===== config.mk =====
export PLATFORM = sky130hd
export DESIGN_NAME = alu_issue
export DESIGN_NICKNAME = d
export VERILOG_FILES = /design/src/rtl/alu_issue.sv
export SDC_FILE = /design/constraint.sdc
export NUM_CORES = 1
export LEC_CHECK = 0
export CAP_MARGIN = 10
export CORE_MARGIN = 10
export CORE_UTILIZATION = 30
export CTS_CLUSTER_SIZE = 12
export DETAILED_ROUTE_END_ITERATION = 6
export SKIP_CTS_REPAIR_TIMING = 1
export SLEW_MARGIN = 20
export SYNTH_ARGS = -nofsm -noshare
export SYNTH_HDL_FRONTEND = slang
export SYNTH_SLANG_ARGS = --single-unit

===== constraint.sdc =====
create_clock -name clk -period 5.3 [get_ports clk]
set_clock_uncertainty 0.1 [all_clocks]
set_input_delay 1.06 -clock clk [delete_from_list [all_inputs] [get_ports clk]]
set_output_delay 1.06 -clock clk [all_outputs]
set_load 0.02 [all_outputs]

===== src/rtl/alu_issue.sv =====
// Execute-stage issue wrapper: decodes ALUOp/funct into ALUCtl, two-stage pipeline around the alu.
// Latency 2 cycles from input handshake to out_valid; full throughput; in_ready combinational from out_ready.
// Backpressure: buffers two operations while out_ready is low. ALU_ISSUE_ERR_EN enables illegal-op flagging.

// Combinational 32-bit ALU selected by the 4-bit ALUCtl code.
// Latency 0 (purely combinational).
// No backpressure; the result follows the inputs.
module alu (
    input  logic [3:0]  i_ctl,
    input  logic [31:0] i_a,
    input  logic [31:0] i_b,
    output logic [31:0] o_result,
    output logic        o_zero
);
    always_comb begin
        o_result = 32'd0;
        case (i_ctl)
            4'b0010: o_result = i_a + i_b;
            4'b0110: o_result = i_a - i_b;
            4'b0000: o_result = i_a & i_b;
            4'b0001: o_result = i_a | i_b;
            4'b0111: o_result = {31'd0, ($signed(i_a) < $signed(i_b))};
            default: o_result = 32'd0;
        endcase
    end

    assign o_zero = (o_result == 32'd0);
endmodule

// Issue wrapper: decode stage D, ALU between D and R, result register R.
// Latency: handshake in cycle N -> out_valid in cycle N+2.
// Backpressure: both stages hold under !out_ready; in_ready falls once both are full.
module alu_issue #(
    parameter int TAG_W = 5
) (
    input  logic             clk,
    input  logic             rst_n,
    input  logic             in_valid,
    output logic             in_ready,
    input  logic [1:0]       in_aluop,
    input  logic [2:0]       in_funct3,
    input  logic             in_funct7b5,
    input  logic             in_opb5,
    input  logic [31:0]      in_a,
    input  logic [31:0]      in_b,
    input  logic [TAG_W-1:0] in_tag,
    output logic             out_valid,
    input  logic             out_ready,
    output logic [31:0]      out_result,
    output logic             out_zero,
    output logic             out_err,
    output logic [TAG_W-1:0] out_tag,
    output logic [15:0]      op_count
);
    logic [3:0]       w_ctl;
    logic             w_ill;
    logic             w_r_adv;
    logic             w_d_adv;
    logic             w_in_hs;
    logic             w_out_hs;
    logic [31:0]      w_alu_result;
    logic             w_alu_zero;

    logic             r_d_valid;
    logic [3:0]       r_d_ctl;
    logic [31:0]      r_d_a;
    logic [31:0]      r_d_b;
    logic [TAG_W-1:0] r_d_tag;
    logic             r_d_ill;

    logic             r_o_valid;
    logic [31:0]      r_o_result;
    logic             r_o_zero;
    logic             r_o_err;
    logic [TAG_W-1:0] r_o_tag;
    logic [15:0]      r_op_count;

    // Without error detection, illegal encodings keep the add default and are not flagged.
    always_comb begin
        w_ctl = 4'b0010;
        w_ill = 1'b0;
        case (in_aluop)
            2'b00: w_ctl = 4'b0010;
            2'b01: w_ctl = 4'b0110;
            2'b10: begin
                case (in_funct3)
                    3'b000:  w_ctl = (in_funct7b5 && in_opb5) ? 4'b0110 : 4'b0010;
                    3'b111:  w_ctl = 4'b0000;
                    3'b110:  w_ctl = 4'b0001;
                    3'b010:  w_ctl = 4'b0111;
                    default: begin
`ifdef ALU_ISSUE_ERR_EN
                        w_ctl = 4'b1111;
                        w_ill = 1'b1;
`endif
                    end
                endcase
            end
            default: begin
`ifdef ALU_ISSUE_ERR_EN
                w_ctl = 4'b1111;
                w_ill = 1'b1;
`endif
            end
        endcase
    end

    assign w_r_adv  = !r_o_valid || out_ready;
    assign w_d_adv  = r_d_valid && w_r_adv;
    assign in_ready = !r_d_valid || w_r_adv;
    assign w_in_hs  = in_valid && in_ready;
    assign w_out_hs = r_o_valid && out_ready;

    alu u_alu (
        .i_ctl    (r_d_ctl),
        .i_a      (r_d_a),
        .i_b      (r_d_b),
        .o_result (w_alu_result),
        .o_zero   (w_alu_zero)
    );

    always_ff @(posedge clk or negedge rst_n) begin
        if (!rst_n) begin
            r_d_valid <= 1'b0;
            r_d_ctl   <= 4'd0;
            r_d_a     <= 32'd0;
            r_d_b     <= 32'd0;
            r_d_tag   <= '0;
            r_d_ill   <= 1'b0;
        end else begin
            if (in_ready) begin
                r_d_valid <= in_valid;
            end
            if (w_in_hs) begin
                r_d_ctl <= w_ctl;
                r_d_a   <= in_a;
                r_d_b   <= in_b;
                r_d_tag <= in_tag;
                r_d_ill <= w_ill;
            end
        end
    end

    always_ff @(posedge clk or negedge rst_n) begin
        if (!rst_n) begin
            r_o_valid  <= 1'b0;
            r_o_result <= 32'd0;
            r_o_zero   <= 1'b0;
            r_o_err    <= 1'b0;
            r_o_tag    <= '0;
            r_op_count <= 16'd0;
        end else begin
            if (w_r_adv) begin
                r_o_valid <= w_d_adv;
            end
            if (w_d_adv) begin
                r_o_result <= w_alu_result;
                r_o_zero   <= w_alu_zero;
                r_o_err    <= r_d_ill;
                r_o_tag    <= r_d_tag;
            end
            if (w_out_hs) begin
                r_op_count <= r_op_count + 16'd1;
            end
        end
    end

    assign out_valid  = r_o_valid;
    assign out_result = r_o_result;
    assign out_zero   = r_o_zero;
    assign out_err    = r_o_err;
    assign out_tag    = r_o_tag;
    assign op_count   = r_op_count;
endmodule


==> qor.csv, run 1 <==
metric,value,unit
status,"finished, final reports clean",
slowest_stage,or3_1,
min_period_over_period,80.3,%
cp_data_arrival_time,4.53,ns
syn_inst,1167,
syn_nets,1359,
clock_latency,0.43,ns
track_usage,15.9,%
core,33400,µm²
synth_cell_type_count,77,
intPower,2.89,mW
final_cell_mix,"clkdlybuf4s50_1, dfrtp_1, ha_1",
multiInputGateArea,6280,µm²
rows,67,
dieHeight,204,µm
antenna_found_initial,0,
syn_avg_cell_area,8.68,µm²
fmaxAchievable,0.235,GHz
tns,0,ns
finalMaxSlewViolations,0,
grt_pass1_vias,9038,
dpl_cell_area,11900,µm²
cts-root-buf,clkbuf_16,
area_delta_synth_final,23.5,%
ir_drop,0.236,mV
nFillCells,3389,
drive_above_1_share,11.4,%
vias_per_cell,5.24,
htree_levels,4,
synth_top_cell_by_area,dfrtp_1,
seqCellArea,3200,µm²
final_util,37.4,%
ios,137,
yosys_warnings,0,
p_per_area,406,nW/µm²
drt_wl_total,33500,µm
critPathRequiredTime,5.58,ns
synth_area,10100,µm²
ys_seq_area_share,31.6,%
seq_power_share,27.3,%
drc,0,
maxSlewHeadroom,26.5,%
critPathMaxStageDelay,0.54,ns
cts_tree,yes,
cts.sinks,128,
crit_path_cell_trace,inv_1 > ha_1 > or3_1 > nand4b_1 > a21oi_1 > o31ai_1 > o31ai_1 > mux2i_1 > nor3b_1 > nor4bb_1 > and4b_1 > and4b_1 > a41o_1,
clk_pin_slew,0.07,ns
diodes,0,
gp_congestion,0.953,
fin_area,12500,µm²
layout.nets,1465,
combPwrFrac,48.0,%
cts_buffers,17,
yosys_most_used_dff,dfrtp_1,
ctsLongestPathBuffers,2,
drv_cap,0,
min_path_type,reg -> reg,
tightest_slew,1.10,ns
cp-end-kind,flip-flop,
dr_total_vias,9088,
p_leak,5.48,nW
hold_viol_final,0,
grt_max_degree,76,
avgRoutedWirePerCell,19.3,µm
min_period,4.26,ns
ant_nets,0,
async_flop_share,100,%
clkPwrFrac,24.7,%
firstDrtPassIters,5,
dp_hpwl,26000,µm
synth_top_area_share,31.6,%
synth.top_cells.by_area,"dfrtp_1, ha_1, mux2_2",
synth-edff-count,0,
dieArea,41500,µm²
p_switching,2.19,mW
worstPathMaxFanout,12,
start_util,30.3,%
grt_overflow_total,0,
power_switching_share,43.2,%
dieWidth,204,µm
crit_path_start_kind,flip-flop,
synth-seq-cells,128,
setup_viol,0,
rsz0062_at_grt,no,
grt_pass1_wl,52400,µm
io_buffers,135,
final_common_cell,clkdlybuf4s50_1,
critPathKind,reg -> reg,
drt_iter0_markers,735,
worst max-delay path: cells and delay by family, from the launching register on:
family          cells  cell delay (ns)
simple gates        6             1.69
compound gates      4             1.00
fa+ha+maj           1             0.47
flops               1             0.45
mux                 1             0.41
buf+inv             1             0.07
final timing paths:
path	from	slack (ns)	cells past startpoint	to
setup / recovery	r_d_a[10]	1.04	13	out_zero
hold / removal	r_d_tag[0]	0.36	2	out_tag[0]
setup reg to reg	r_d_a[10]	1.04	13	out_zero
hold reg to reg	r_d_tag[0]	0.36	2	out_tag[0]
max in group asynchronous	rst_n	3.52	2	r_d_ctl[0]
min in group asynchronous	rst_n	0.54	1	r_d_a[2]
synth_stat cells (6+ instances only):
master	instances
mux2i_1	10
a211oi_1	20
nand2_1	107
nand4_1	17
inv_1	103
and3_1	6
mux2_2	79
dfrtp_1	128
nand3_1	21
a21o_1	16
nor4_1	14
o21bai_1	6
o211ai_1	15
nand2b_1	9
or2_2	6
nor3_1	23
nor2_1	92
buf_2	8
xnor2_1	24
ha_1	110
o22ai_1	8
a21oi_1	92
xor2_1	10
o31ai_1	19
nor2b_1	8
a31oi_1	16
clkbuf_1	47
o21ai_0	58
per-layer routing:
| metal | vias to the layer above | routed length [µm] | GRT usage, % |
|---|---|---|---|
| li1 | 4332 | - | - |
| met4 | 0 | 642 | 5.09 |
| met1 | 4377 | 16000 | 22.4 |
| met5 | - | 0 | 0 |
| met2 | 344 | 14300 | 23.5 |
| met3 | 35 | 2570 | 3.65 |
layout make-up:
cell class	count	share of cell area, %
multi-input cells	873	50.2
flip-flops and latches	128	25.6
repair buffers	150	11.7
well taps	448	4.48
clock buffers	18	3.51
inverters	103	3.09
clock inverters	14	1.36
registers in the layout, indices dropped and copies added, names as in the netlist:
name,cells
op_count,16
out_result,32
out_tag,5
out_valid,1
out_zero,1
r_d_a,32
r_d_b,32
r_d_ctl,3
r_d_tag,5
r_d_valid,1
per-stage QoR:
stage	std cells	total power, mW	hold slack [ns]	worst slack (ns)
global route	1734	5.40	0.390	0.879
CTS	1734	5.09	0.363	1.12
global placement	1702	3.80	0.340	1.12
detailed placement	1702	3.81	0.346	1.17
finish	1734	5.08	0.357	1.04
floorplan	1167	2.90	0.333	1.98
logic make-up (layout without fill, tap and decap cells):
family | Yosys count | after routing | share of synthesized area (%)
AO/OA/AOI/OAI | 298 | 298 | 19.1
XOR/XNOR | 34 | 34 | 2.94
adder cells (fa/ha/maj) | 112 | 112 | 14.0
buffers and inverters | 166 | 285 | 6.41
flip-flops | 128 | 128 | 31.6
multiplexers | 89 | 89 | 9.77
other | 1 | 1 | 0.0370
AND/OR/NAND/NOR | 339 | 339 | 16.1
power groups by stage:
stage / sequential [mW] / combinational, mW / clock [mW]
after floorplan: 1.51 / 1.39 / 0
after global routing: 1.42 / 2.66 / 1.32
final: 1.39 / 2.44 / 1.25
after detailed placement: 1.41 / 2.40 / 0
after CTS: 1.39 / 2.42 / 1.29
after global placement: 1.39 / 2.41 / 0
(Power assumes the default switching activity.)
==> run 2, diff against run 1 <==
==> constraint.sdc (replaced) <==
create_clock -name clk -period 4.16 [get_ports clk]
set_clock_uncertainty 0.1 [all_clocks]
set_input_delay 0.832 -clock clk [delete_from_list [all_inputs] [get_ports clk]]
set_output_delay 0.832 -clock clk [all_outputs]
set_load 0.02 [all_outputs]
==> run 2 against run 1 <==
Against the previous run: flip-flop and latch count did not move; register-to-register slack got worse by 0.85 ns; global-route usage rose by 0.64 points; cell area rose by 2.0%; combinational power rose by 32%; hold slack improved by 0.0033 ns; core utilization rose by 0.74 points; via count fell by 0.15%; maximum frequency rose by 7.4%; critical endpoint unchanged; largest cell class unchanged.
==> qor.csv, run 2 (synthesis gave the netlist of run 1 again) <==
metric,value,unit,change
min_period,3.96,ns,was 4.26 ns
start_util,30.3,%,unchanged
tns,0,ns,unchanged
ios,137,,unchanged
diodes,0,,unchanged
status,"finished, final reports clean",,unchanged
layout.nets,1491,,"was 1,465"
critPathKind,reg -> reg,,unchanged
vias_per_cell,5.16,,was 5.24
drv_cap,0,,unchanged
multiInputGateArea,6300,µm²,was 6280 µm²
p_per_area,521,nW/µm²,was 406 nW/µm²
ir_drop,0.318,mV,was 0.236 mV
dp_hpwl,27100,µm,"was 26,000 µm"
cts_buffers,17,,unchanged
critPathLaunch,r_d_a[10],,unchanged
clk_pin_slew,0.06,ns,was 0.07 ns
area_delta_synth_final,25.9,%,was 23.5%
grt_pass1_vias,9152,,"was 9,038"
seqCellArea,3200,µm²,unchanged
clock_latency,0.44,ns,was 0.43 ns
r2r_slack,0.20,ns,was 1.04 ns
drt_wl_total,34300,µm,"was 33,500 µm"
ant_nets,0,,unchanged
firstDrtPassIters,5,,unchanged
reg2reg_depth,14,,was 13
worstPathMaxFanout,12,,unchanged
final_cell_mix,"clkdlybuf4s50_1, dfrtp_1, ha_1",,unchanged
cts_tree,yes,,unchanged
finalMaxSlewViolations,0,,unchanged
setup_viol,0,,unchanged
fmaxAchievable,0.252,GHz,was 0.235 GHz
grt_max_degree,76,,unchanged
dieWidth,204,µm,unchanged
rsz0062_at_grt,no,,unchanged
dieArea,41500,µm²,unchanged
tightest_slew,1.06,ns,was 1.10 ns
reg2reg_to,out_zero,,unchanged
drt_iter0_markers,738,,was 735
htree_levels,4,,unchanged
fin_area,12800,µm²,"was 12,500 µm²"
ctsLongestPathBuffers,2,,unchanged
final_common_cell,clkdlybuf4s50_1,,unchanged
cts.sinks,128,,unchanged
p_leak,5.62,nW,was 5.48 nW
grt_pass1_wl,54000,µm,"was 52,400 µm"
crit_path_start_kind,flip-flop,,unchanged
track_usage,16.5,%,was 15.9%
r2r_start,r_d_a[10],,unchanged
cp-end-kind,flip-flop,,unchanged
io_buffers,135,,unchanged
antenna_found_initial,0,,unchanged
grt_overflow_total,0,,unchanged
nFillCells,3427,,"was 3,389"
cts-root-buf,clkbuf_16,,unchanged
drc,0,,unchanged
gp_congestion,0.911,,was 0.953
min_path_type,reg -> reg,,unchanged
cp_data_arrival_time,4.24,ns,was 4.53 ns
avgRoutedWirePerCell,19.5,µm,was 19.3 µm
dpl_cell_area,12100,µm²,"was 11,900 µm²"
min_period_over_period,95.3,%,was 80.3%
maxSlewHeadroom,29.6,%,was 26.5%
core,33400,µm²,unchanged
drive_above_1_share,13.4,%,was 11.4%
setup.worst_path.end,out_zero,,unchanged
rows,67,,unchanged
dieHeight,204,µm,unchanged
hold_viol_final,0,,unchanged
critPathRequiredTime,4.44,ns,was 5.58 ns
dr_total_vias,9074,,"was 9,088"
==> run 2: final cells by class <==
type | count | share of cell area, %
flip-flops and latches | 128 | 25.1
inverters | 103 | 3.03
repair buffers | 176 | 13.1
clock buffers | 18 | 3.44
well taps | 448 | 4.40
multi-input cells | 873 | 49.4
clock inverters | 14 | 1.54
==> run 2: stage by stage <==
| stage | cells | utilization (%) | power [mW] | setup WS [ns] | hold slack, ns |
|---|---|---|---|---|---|
| 2_1_floorplan | 1167 | - | 3.70 | 0.835 | 0.333 |
| 3_3_place_gp | 1728 | 36.2 | 4.97 | 0.297 | 0.340 |
| 3_5_place_dp | 1728 | 36.2 | 4.98 | 0.173 | 0.344 |
| 5_1_grt | 1760 | 38.1 | 7.10 | 0.0122 | 0.394 |
| 6_report | 1760 | 38.1 | 6.65 | 0.197 | 0.360 |
| 4_1_cts | 1760 | 38.1 | 6.67 | 0.139 | 0.363 |
==> run 2: power by group <==
part	switching [mW]	internal, mW	total (mW)
Combinational	1.91	1.31	3.23
Clock	0.678	0.982	1.66
Sequential	0.247	1.52	1.76
==> run 2: worst min-delay path by stage <==
stage,cells after the start,slack (ns),endpoint,startpoint
after floorplan,2,0.33,out_tag[0],r_d_tag[0]
after global placement,2,0.34,out_tag[3],r_d_tag[3]
final,2,0.36,out_tag[3],r_d_tag[3]
after CTS,2,0.36,out_tag[4],r_d_tag[4]
after detailed placement,2,0.34,out_tag[4],r_d_tag[4]
after global routing,2,0.39,out_tag[4],r_d_tag[4]
==> run 2: per-layer routing <==
| metal | up-vias | wire (µm) | part of all wire, % | global-route usage [%] |
|---|---|---|---|---|
| li1 | 4384 | - | - | - |
| met1 | 4380 | 16700 | 49 | 23.4 |
| met2 | 279 | 14600 | 43 | 24.6 |
| met3 | 31 | 2430 | 7.1 | 3.71 |
| met4 | 0 | 585 | 1.7 | 4.77 |
| met5 | - | 0 | 0 | 0 |
==> run 2: worst max-delay path, cell delays in order, from the launching register on <==
cell and delay (ns):
dfrtp_1 0.41, inv_1 0.06, ha_1 0.47, or3_1 0.51
nand4b_1 0.22, a21oi_2 0.22, buf_4 0.16, o31ai_1 0.09
o31ai_1 0.14, mux2i_1 0.38, nor3b_1 0.21, nor4bb_1 0.34
and4b_1 0.23, and4b_1 0.20, a41o_1 0.16
==> run 3, diff against run 2 <==
--- a/config.mk
+++ b/config.mk
@@ -6,6 +6,7 @@
 export NUM_CORES = 1
 export LEC_CHECK = 0
 export CAP_MARGIN = 10
+export CORE_ASPECT_RATIO = 0.5
 export CORE_MARGIN = 10
 export CORE_UTILIZATION = 30
 export CTS_CLUSTER_SIZE = 12
==> run 3 against run 2 <==
Against the previous run: clock power is 9% lower; setup slack got worse by 0.047 ns; first-iteration DRC count is 19% higher; combinational power up 5%; wire length is 10% higher; cell area is essentially flat; sequential share of layout area is essentially flat.
==> qor.csv, run 3 (synthesis gave the netlist of run 1 again) <==
metric,value,unit,change
crit_top_cell,nor3_1,,
avgRoutedWirePerCell,21.5,µm,was 19.5 µm
crit_path_start_kind,flip-flop,,unchanged
cp-end-kind,flip-flop,,unchanged
htree_levels,4,,unchanged
p_total,6.65,mW,about the same
dieArea,42000,µm²,"was 41,500 µm²"
seqCellArea,3200,µm²,unchanged
io_buffers,135,,unchanged
cp_data_arrival_time,4.24,ns,about the same
vias_per_cell,5.33,,was 5.16
clkPwrFrac,22.8,%,was 25.0%
clock_latency,0.45,ns,was 0.44 ns
reg2reg_depth,14,,unchanged
cts_tree,yes,,unchanged
layout.nets,1492,,"was 1,491"
p_switching,2.91,mW,was 2.84 mW
final_cell_mix,"clkdlybuf4s50_1, dfrtp_1, ha_1",,unchanged
dp_hpwl,30100,µm,"was 27,100 µm"
finalMaxSlewViolations,0,,unchanged
min_path_type,in -> async,,was reg -> reg
slowest_stage,dfrtp_1,,was or3_1
maxSlewHeadroom,32.0,%,was 29.6%
combPwrFrac,50.7,%,was 48.5%
final_util,38.5,%,was 38.1%
rows,47,,was 67
place_inst,1720,,"was 1,728"
cts.sinks,128,,unchanged
min_period,4.01,ns,was 3.96 ns
drive_above_1_share,13.9,%,was 13.4%
grt_max_degree,76,,unchanged
crit_path_cell_trace,ha_1 > inv_1 > fa_1 > nand2b_1 > a21oi_1 > nor4b_4 > o2111ai_1 > a31oi_4 > nor3_1 > nor3_1 > mux2_2 > o211ai_1 > and4b_1 > a41o_1,,was inv_1 > ha_1 > or3_1 > nand4b_1 > a21oi_2 > buf_4 > o31ai_1 > o31ai_1 > mux2i_1 > nor3b_1 > nor4bb_1 > and4b_1 > and4b_1 > a41o_1
seq_power_share,26.5,%,about the same
cts_buffers,17,,unchanged
drt_wl_total,37800,µm,"was 34,300 µm"
critPathRequiredTime,4.39,ns,was 4.44 ns
drc,0,,unchanged
grt_overflow_total,0,,unchanged
ir_drop,0.252,mV,was 0.318 mV
tightest_slew,1.02,ns,was 1.06 ns
rsz0062_at_grt,no,,unchanged
critPathKind,reg -> reg,,unchanged
firstDrtPassIters,7,,was 5
power_switching_share,43.7,%,was 42.6%
grt_pass1_vias,9301,,"was 9,152"
cts-root-buf,clkbuf_16,,unchanged
final_common_cell,clkdlybuf4s50_1,,unchanged
antenna_found_initial,1,,was 0
critPathMaxStageDelay,0.40,ns,was 0.51 ns
r2r_start,r_d_b[0],,was r_d_a[10]
clk_pin_slew,0.07,ns,was 0.06 ns
dpl_cell_area,12100,µm²,about the same
status,"finished, final reports clean",,unchanged
ios,137,,unchanged
p_leak,5.61,nW,was 5.62 nW
gp_congestion,0.942,,was 0.911
dr_total_vias,9357,,"was 9,074"
dieWidth,280,µm,was 204 µm
ctsLongestPathBuffers,2,,unchanged
worstPathMaxFanout,5,,was 12
start_util,30.5,%,was 30.3%
grt_pass1_wl,56800,µm,"was 54,000 µm"
r2r_slack,0.15,ns,was 0.20 ns
min_period_over_period,96.4,%,was 95.3%
track_usage,17.7,%,was 16.5%
area_delta_synth_final,26.0,%,was 25.9%
hold_viol_final,0,,unchanged
reg2reg_to,out_zero,,unchanged
p_per_area,521,nW/µm²,about the same
nFillCells,3351,,"was 3,427"
fin_area,12800,µm²,about the same
multiInputGateArea,6350,µm²,was 6300 µm²
drt_iter0_markers,878,,was 738
timing.hold.ws,0.262,ns,was 0.360 ns
drv_cap,0,,unchanged
setup_viol,0,,unchanged
fmaxAchievable,0.249,GHz,was 0.252 GHz
final_cell_count_no_fill,1755,,"was 1,760"
ant_nets,0,,unchanged
intPower,3.74,mW,was 3.81 mW
dieHeight,150,µm,was 204 µm
core,33200,µm²,"was 33,400 µm²"
## run 3: cell type report
cell class | instances | share of cell area, %
Sequential cell | 128 | 25.1
Antenna cell | 2 | 0.0392
Multi-Input combinational cell | 873 | 49.8
Clock inverter | 13 | 1.10
Clock buffer | 18 | 3.44
Timing Repair Buffer | 177 | 13.1
Inverter | 103 | 3.03
Tap cell | 441 | 4.32
## run 3: per-layer routing
layer / part of all wire (%) / GRT usage (%) / vias up
met5: 0 / 0 / -
met4: 1.9 / 4.97 / 0
met3: 7.8 / 4.94 / 51
met2: 43 / 26.5 / 318
met1: 48 / 24.6 / 4596
li1: - / - / 4392
## run 3: worst max-delay path by stage
stage / from / to / cells after the start
after floorplan: r_d_a[0] / out_zero / 14
after global placement: r_d_a[7] / out_zero / 12
after detailed placement: r_d_a[4] / out_zero / 13
after CTS: r_d_a[5] / out_zero / 12
after global routing: r_d_b[0] / out_zero / 14
final: r_d_b[0] / out_zero / 14
## run 3: worst max-delay path: cells and delay by family (launching register included)
family / cells / cell delay (ns)
AOI/OAI and AO/OA: 5 / 1.49
adders and majority gates: 2 / 0.59
buffers and inverters: 1 / 0.06
DFF: 1 / 0.40
muxes: 1 / 0.28
and+or+nand+nor: 5 / 0.96
## run 3: power by group through the flow
| stage | registers [mW] | logic (mW) | clock network, mW |
|---|---|---|---|
| 3_3_place_gp | 1.77 | 3.26 | 0 |
| 5_1_grt | 1.80 | 3.64 | 1.60 |
| 3_5_place_dp | 1.79 | 3.27 | 0 |
| 2_1_floorplan | 1.93 | 1.77 | 0 |
| 4_1_cts | 1.77 | 3.28 | 1.55 |
| 6_report | 1.76 | 3.38 | 1.51 |
## run 3: metrics by stage
stage               TNS (ns)  worst slack, ns
CTS                   -0.598           -0.501
global route               0           0.0122
floorplan                  0            0.835
global placement      -0.504           -0.434
detailed placement    -0.536           -0.472
finish                     0            0.150
